### src/rtl/asynchronous_fifo_write_packer_if.sv
// Upstream beat stream plus FIFO write port of the write-side packer.
// The packer uses the slave view; the environment drives the master view.
interface asynchronous_fifo_write_packer_if #(
    parameter int INPUT_WIDTH = 8,
    parameter int RATIO       = 4
);
    localparam int RATIO_LOG2 = $clog2(RATIO);
    localparam int FIFO_WIDTH = 1 + RATIO_LOG2 + RATIO * INPUT_WIDTH;

    logic                   in_valid;
    logic                   in_ready;
    logic [INPUT_WIDTH-1:0] in_data;
    logic                   in_last;
    logic                   fifo_write_enable;
    logic [FIFO_WIDTH-1:0]  fifo_write_data;
    logic                   fifo_write_full;

    modport slave (
        input  in_valid, in_data, in_last, fifo_write_full,
        output in_ready, fifo_write_enable, fifo_write_data
    );

    modport master (
        output in_valid, in_data, in_last, fifo_write_full,
        input  in_ready, fifo_write_enable, fifo_write_data
    );
endinterface

### src/rtl/asynchronous_fifo_write_packer.sv
// Write-domain packer: gathers RATIO narrow beats into one FIFO word {last, beats-1, lanes}
// behind a single holding register that absorbs write_full back-pressure.
module asynchronous_fifo_write_packer_lane #(
    parameter int W    = 8,
    parameter int IDXW = 2,
    parameter int LANE = 0
) (
    input  logic            write_clock,
    input  logic            write_resetn,
    input  logic            clr_i,
    input  logic            accept_i,
    input  logic [IDXW-1:0] idx_i,
    input  logic [W-1:0]    data_i,
    output logic [W-1:0]    merged_o
);
    localparam logic [IDXW-1:0] MY_IDX = IDXW'(LANE);

    logic [W-1:0] lane_q;

    always_ff @(posedge write_clock or negedge write_resetn) begin
        if (!write_resetn)                       lane_q <= '0;
        else if (clr_i)                          lane_q <= '0;
        else if (accept_i && (idx_i == MY_IDX))  lane_q <= data_i;
    end

    // Closing beat is merged straight in; lanes above the closing index read as zero.
    always_comb begin
        merged_o = '0;
        if (idx_i == MY_IDX)     merged_o = data_i;
        else if (idx_i > MY_IDX) merged_o = lane_q;
    end
endmodule

module asynchronous_fifo_write_packer #(
    parameter int INPUT_WIDTH = 8,
    parameter int RATIO       = 4,
    parameter int RATIO_LOG2  = $clog2(RATIO),
    parameter int FIFO_WIDTH  = 1 + RATIO_LOG2 + RATIO * INPUT_WIDTH
) (
    input  logic                                  write_clock,
    input  logic                                  write_resetn,
    input  logic                                  write_flush,
    asynchronous_fifo_write_packer_if.slave       bus,
    output logic                                  packer_busy,
    output logic [7:0]                            dropped_beats
);
    localparam logic [RATIO_LOG2-1:0] LAST_IDX = RATIO_LOG2'(RATIO - 1);
    localparam int SUMW = 16;

    logic [RATIO_LOG2-1:0]                 idx_q, idx_d;
    logic [FIFO_WIDTH-1:0]                 hold_q, hold_d;
    logic                                  hold_vld_q, hold_vld_d;
    logic [7:0]                            dropped_q, dropped_d;
    logic [RATIO-1:0][INPUT_WIDTH-1:0]     merged;
    logic                                  drain, ready, accept, close, lane_clr;
    logic [RATIO_LOG2-1:0]                 held_cnt;
    logic [SUMW-1:0]                       drop_sum;

    assign drain    = hold_vld_q && !bus.fifo_write_full && !write_flush;
    assign ready    = !write_flush && (!hold_vld_q || drain);
    assign accept   = bus.in_valid && ready;
    assign close    = accept && ((idx_q == LAST_IDX) || bus.in_last);
    assign lane_clr = write_flush || close;
    assign held_cnt = hold_q[FIFO_WIDTH-2 -: RATIO_LOG2];
    assign drop_sum = SUMW'(dropped_q) + SUMW'(idx_q)
                    + (hold_vld_q ? (SUMW'(held_cnt) + SUMW'(1)) : SUMW'(0));

    for (genvar g = 0; g < RATIO; g++) begin : g_lane
        asynchronous_fifo_write_packer_lane #(
            .W(INPUT_WIDTH), .IDXW(RATIO_LOG2), .LANE(g)
        ) u_lane (
            .write_clock  (write_clock),
            .write_resetn (write_resetn),
            .clr_i        (lane_clr),
            .accept_i     (accept),
            .idx_i        (idx_q),
            .data_i       (bus.in_data),
            .merged_o     (merged[g])
        );
    end

    always_comb begin
        idx_d      = idx_q;
        hold_d     = hold_q;
        hold_vld_d = hold_vld_q;
        dropped_d  = dropped_q;
        if (write_flush) begin
            idx_d      = '0;
            hold_d     = '0;
            hold_vld_d = 1'b0;
            dropped_d  = (drop_sum > SUMW'(255)) ? 8'hFF : drop_sum[7:0];
        end else begin
            if (drain) begin
                hold_d     = '0;
                hold_vld_d = 1'b0;
            end
            // A closing word overrides the drain so back-to-back words see no bubble.
            if (close) begin
                hold_d     = {bus.in_last, idx_q, merged};
                hold_vld_d = 1'b1;
                idx_d      = '0;
            end else if (accept) begin
                idx_d = idx_q + RATIO_LOG2'(1);
            end
        end
    end

    always_ff @(posedge write_clock or negedge write_resetn) begin
        if (!write_resetn) begin
            idx_q      <= '0;
            hold_q     <= '0;
            hold_vld_q <= 1'b0;
            dropped_q  <= '0;
        end else begin
            idx_q      <= idx_d;
            hold_q     <= hold_d;
            hold_vld_q <= hold_vld_d;
            dropped_q  <= dropped_d;
        end
    end

    assign bus.in_ready          = ready;
    assign bus.fifo_write_enable = drain;
    assign bus.fifo_write_data   = hold_vld_q ? hold_q : '0;
    assign packer_busy           = (idx_q != '0) || hold_vld_q;
    assign dropped_beats         = dropped_q;
endmodule
### src/flat_wrapper.sv
// flat-port wrapper written by rule: the top's interface ports become plain ports
module asynchronous_fifo_write_packer_flat 
#(
    parameter int INPUT_WIDTH = 8,
    parameter int RATIO       = 4,
    parameter int RATIO_LOG2  = $clog2(RATIO),
    parameter int FIFO_WIDTH  = 1 + RATIO_LOG2 + RATIO * INPUT_WIDTH
)
  (write_clock, write_resetn, write_flush, packer_busy, dropped_beats, bus_in_valid, bus_in_data, bus_in_last, bus_fifo_write_full, bus_in_ready, bus_fifo_write_enable, bus_fifo_write_data);
  asynchronous_fifo_write_packer_if #(.INPUT_WIDTH(INPUT_WIDTH), .RATIO(RATIO)) bus_i ();
  input  logic write_clock;
  input  logic write_resetn;
  input  logic write_flush;
  output logic packer_busy;
  output logic [7:0] dropped_beats;
  input wire logic [$bits(bus_i.in_valid)-1:0] bus_in_valid;
  input wire logic [$bits(bus_i.in_data)-1:0] bus_in_data;
  input wire logic [$bits(bus_i.in_last)-1:0] bus_in_last;
  input wire logic [$bits(bus_i.fifo_write_full)-1:0] bus_fifo_write_full;
  output wire logic [$bits(bus_i.in_ready)-1:0] bus_in_ready;
  output wire logic [$bits(bus_i.fifo_write_enable)-1:0] bus_fifo_write_enable;
  output wire logic [$bits(bus_i.fifo_write_data)-1:0] bus_fifo_write_data;
  assign bus_i.in_valid = bus_in_valid;
  assign bus_i.in_data = bus_in_data;
  assign bus_i.in_last = bus_in_last;
  assign bus_i.fifo_write_full = bus_fifo_write_full;
  assign bus_in_ready = bus_i.in_ready;
  assign bus_fifo_write_enable = bus_i.fifo_write_enable;
  assign bus_fifo_write_data = bus_i.fifo_write_data;
  asynchronous_fifo_write_packer #(.INPUT_WIDTH(INPUT_WIDTH), .RATIO(RATIO), .RATIO_LOG2(RATIO_LOG2), .FIFO_WIDTH(FIFO_WIDTH)) u_core (.write_clock(write_clock), .write_resetn(write_resetn), .write_flush(write_flush), .bus(bus_i), .packer_busy(packer_busy), .dropped_beats(dropped_beats));
endmodule
### config.mk
export PLATFORM = sky130hd
export DESIGN_NAME = asynchronous_fifo_write_packer_flat
export DESIGN_NICKNAME = d
export VERILOG_FILES = /design/src/rtl/asynchronous_fifo_write_packer_if.sv /design/src/rtl/asynchronous_fifo_write_packer.sv /design/src/flat_wrapper.sv
export SDC_FILE = /design/constraint.sdc
export NUM_CORES = 1
export LEC_CHECK = 0
export BUFFER_PORTS_ARGS = -buffer_cell sky130_fd_sc_hd__buf_2
export CAP_MARGIN = 20
export CORE_UTILIZATION = 44
export DETAILED_ROUTE_END_ITERATION = 8
export MAX_ROUTING_LAYER = met4
export PLACE_DENSITY_LB_ADDON = 0.05
export SLEW_MARGIN = 30
export SYNTH_ARGS = -nofsm -noshare
export SYNTH_HDL_FRONTEND = slang
export SYNTH_HIERARCHICAL = 1
export SYNTH_SLANG_ARGS = --single-unit
### constraint.sdc
create_clock -name write_clock -period 3 [get_ports write_clock]
set_input_delay 0.9 -clock write_clock [delete_from_list [all_inputs] [get_ports write_clock]]
set_output_delay 0.9 -clock write_clock [all_outputs]
set_load 0.02 [all_outputs]
==> summary.md <==
| Metric | Value |
|---|---|
| DIE AREA | 0.00928 mm² |
| PD cells | 557 mW/mm² |
| Design area | 0.00453 mm² |
| Final Skew | 0.0127 ns |
| H-tree depth | 3 |
| CTS Buf Count | 9 |
| Max cap viols | 0 |
| Antenna violations before repair | 0 |
| ANT cells | 0 |
| Vias per inst | 5.31 |
| Asr flop ratio synth | 1.00 |
| Setup crit end kind | flip-flop |
| First drt pass iteration count | 4 |
| Kind of critical path | flip-flop to flip-flop |
| Crit share post-route | 0.861 |
| Slew @ Worst Pin | 0.621 ns |
| Final non-filler cell total | 515 |
| Seq/Total Area, Yosys | 0.447 |
| Maximum net fanout on the critical path | 4 |
| HPWL Detailed | 5540 µm |
| GP Congestion | 0.739 |
| Final Hold Viols | 0 |
| Tot GR Track Use | 0.210 |
| RSZ-0062 raised after global routing | false |
| Most frequent cell after synthesis | dfrtp_1 |
| Via count | 2734 |
| Area of the core | 0.00868 mm² |
| Overflow after GRT | 0 |
| Relative slew slack | 0.585 |
| Peak supply drop | 0.247 mV |
| Ys flop type | dfrtp_1 |
| Shortest period the worst path allows | 2.58 ns |
| Leakage power | 2.22 nW |
| NumNets Final | 426 |
| Top cell type's share of synthesized area | 0.447 |
| Synth-to-Final Area Change | 15.6% |
| Netlist cell types | 40 |
| Flops & latches, synth | 70 |
| Row count | 34 |
| Initial core utilization | 0.451 |
| Layout cell share with drive strength beyond 1 | 0.312 |
| Gate Count Post-Synth | 345 |
| Most common library cells after synthesis | dfrtp_1, nand2b_1, and2_1, mux2i_1, a22o_2 |
| Worst EP arrival | 2.80 ns |
| Post-CTS Setup Inserts | 0 |
| CTS tree | done |
| Port bufs | 59 |
| Critical Path RT | 3.22 ns |
| Antenna Nets Post-Route | 0 |
| IO Count | 60 |
| Setup Viol. Count Final | 0 |
| Max Slew Vio Count | 0 |
| Clock sink total | 70 |
| Post-CTS sizing | 0 |
| Worst-case clock buffer depth | 2 |
| Placed cell areas | 0.00426 mm² |
| Vias in the first global route | 2577 |
| Post-Syn Area per Cell | 11.3 µm² |
| Syn_nets | 369 |
| Status | completed |
| Highest clock rate | 0.387 GHz |
| Die Wd | 96.3 µm |
| Area of the mapped netlist | 0.00392 mm² |
| Wire length of the first global-routing pass | 13900 µm |
| Post-synth EDFFs | 0 |
| Fillers | 837 |
| # DRC | 0 |
| Area leader, netlist | dfrtp_1 |
| Cts hold-fix bufs | 0 |
| Clock transition at the registers of the reported paths | 0.08 ns |
| Worst-Skew Late Latency | 0.34 ns |
| Root Driver | clkbuf_8 |
| Final setup TNS | 0 ns |
| Wirelength per Cell | 17.0 µm |
| Initial DRC Count | 101 |
| Top post-synthesis cells by area | dfrtp_1, mux2i_1, nand2b_1, a22o_2, and2_1 |
| Placed cell count | 499 |
| DRT Wirelength | 8760 µm |
| Crit start category | flip-flop |
| Largest net degree at the start of global routing | 49 |
| Worst min path class | flip-flop to flip-flop |
| Die Y | 96.3 µm |
| Synth Warn # | 6 |
-- sequential cells by signal, indices dropped and copies added, names as in the netlist --
| register | count |
|---|---|
| u_core/hold_q | 35 |
| u_core/g_lane.u_lane/lane_q | 24 |
| u_core/idx_q | 2 |
| u_core/dropped_beats | 8 |
| u_core/hold_vld_q | 1 |
-- report_power, final --
part / leakage, nW / internal [mW] / switching (mW)
combinational: 1.14 / 0.175 / 0.262
clock: 0.132 / 0.658 / 0.372
sequential: 0.954 / 1.00 / 0.0532
total: 2.22 / 1.83 / 0.687
-- path summary, 6_finish.rpt --
path	from	endpoint	slack, ns	cells after the start
hold reg to reg	u_core/hold_q[16]	u_core/hold_q[16]	0.49	1
max in group asynchronous	write_resetn	u_core/g_lane[0].u_lane/lane_q[0]	1.78	2
setup / recovery	u_core/hold_q[33]	u_core/dropped_beats[7]	0.42	9
min in group asynchronous	write_resetn	u_core/hold_q[21]	0.55	1
hold / removal	u_core/hold_q[16]	u_core/hold_q[16]	0.49	1
setup reg to reg	u_core/hold_q[33]	u_core/dropped_beats[7]	0.42	9
-- worst max-delay path: stages, from the launching register on --
cell,delay (ns)
dfrtp_1,0.42
ha_1,0.28
nand2_1,0.06
fa_1,0.48
inv_1,0.04
ha_1,0.22
fa_1,0.40
a21oi_1,0.31
o21ai_0,0.13
a21boi_0,0.13
-- placed cells by master (no fill, tap or decap), types with 8 or more instances in the layout --
| master | count |
|---|---|
| dfrtp_1 | 70 |
| buf_2 | 59 |
| nand2b_1 | 50 |
| and2_1 | 37 |
| mux2i_1 | 34 |
| a22o_2 | 28 |
| a22o_1 | 15 |
| clkbuf_8 | 10 |
| nor2b_1 | 10 |
| nand2_1 | 10 |
| mux2_2 | 10 |
| inv_1 | 8 |
| and3_1 | 8 |
-- layout make-up --
cell class | instances | area, µm² | area share
Timing Repair Buffer | 67 | 368 | 0.0813
Inverter | 8 | 30.0 | 0.00663
Tap cell | 108 | 135 | 0.0299
Multi-Input combinational cell | 246 | 1970 | 0.436
Clock inverter | 6 | 133 | 0.0293
Sequential cell | 70 | 1750 | 0.387
Clock buffer | 10 | 138 | 0.0304
-- metal layers --
metal	routed length (µm)	share of wire	global-route usage	vias up
met2	4080	0.47	0.322	58
met5	0	0	-	-
li1	-	-	-	1319
met4	101	0.012	0.0735	0
met3	355	0.041	0.0292	10
met1	4230	0.48	0.285	1347
-- cell families (layout without fill, tap and decap cells) --
family / count (synthesis) / after routing / synth area share
AOI/OAI and AO/OA: 57 / 57 / 0.134
xor gates and xnor gates: 1 / 1 / 0.00224
adders and majority gates: 10 / 10 / 0.0377
buffers and inverters: 29 / 91 / 0.0489
DFF: 70 / 70 / 0.447
muxes: 44 / 44 / 0.116
and+or+nand+nor: 134 / 134 / 0.214
-- through the flow --
step	power [mW]	hold slack, ns	worst slack [ns]	util
floorplan	1.37	0.458	0.493	-
global placement	1.51	0.477	0.476	0.490
detailed placement	1.51	0.476	0.436	0.490
CTS	2.55	0.498	0.420	0.522
global route	2.65	0.509	0.197	0.522
finish	2.52	0.493	0.417	0.522
Note: power is estimated with default switching activity, not from simulation.
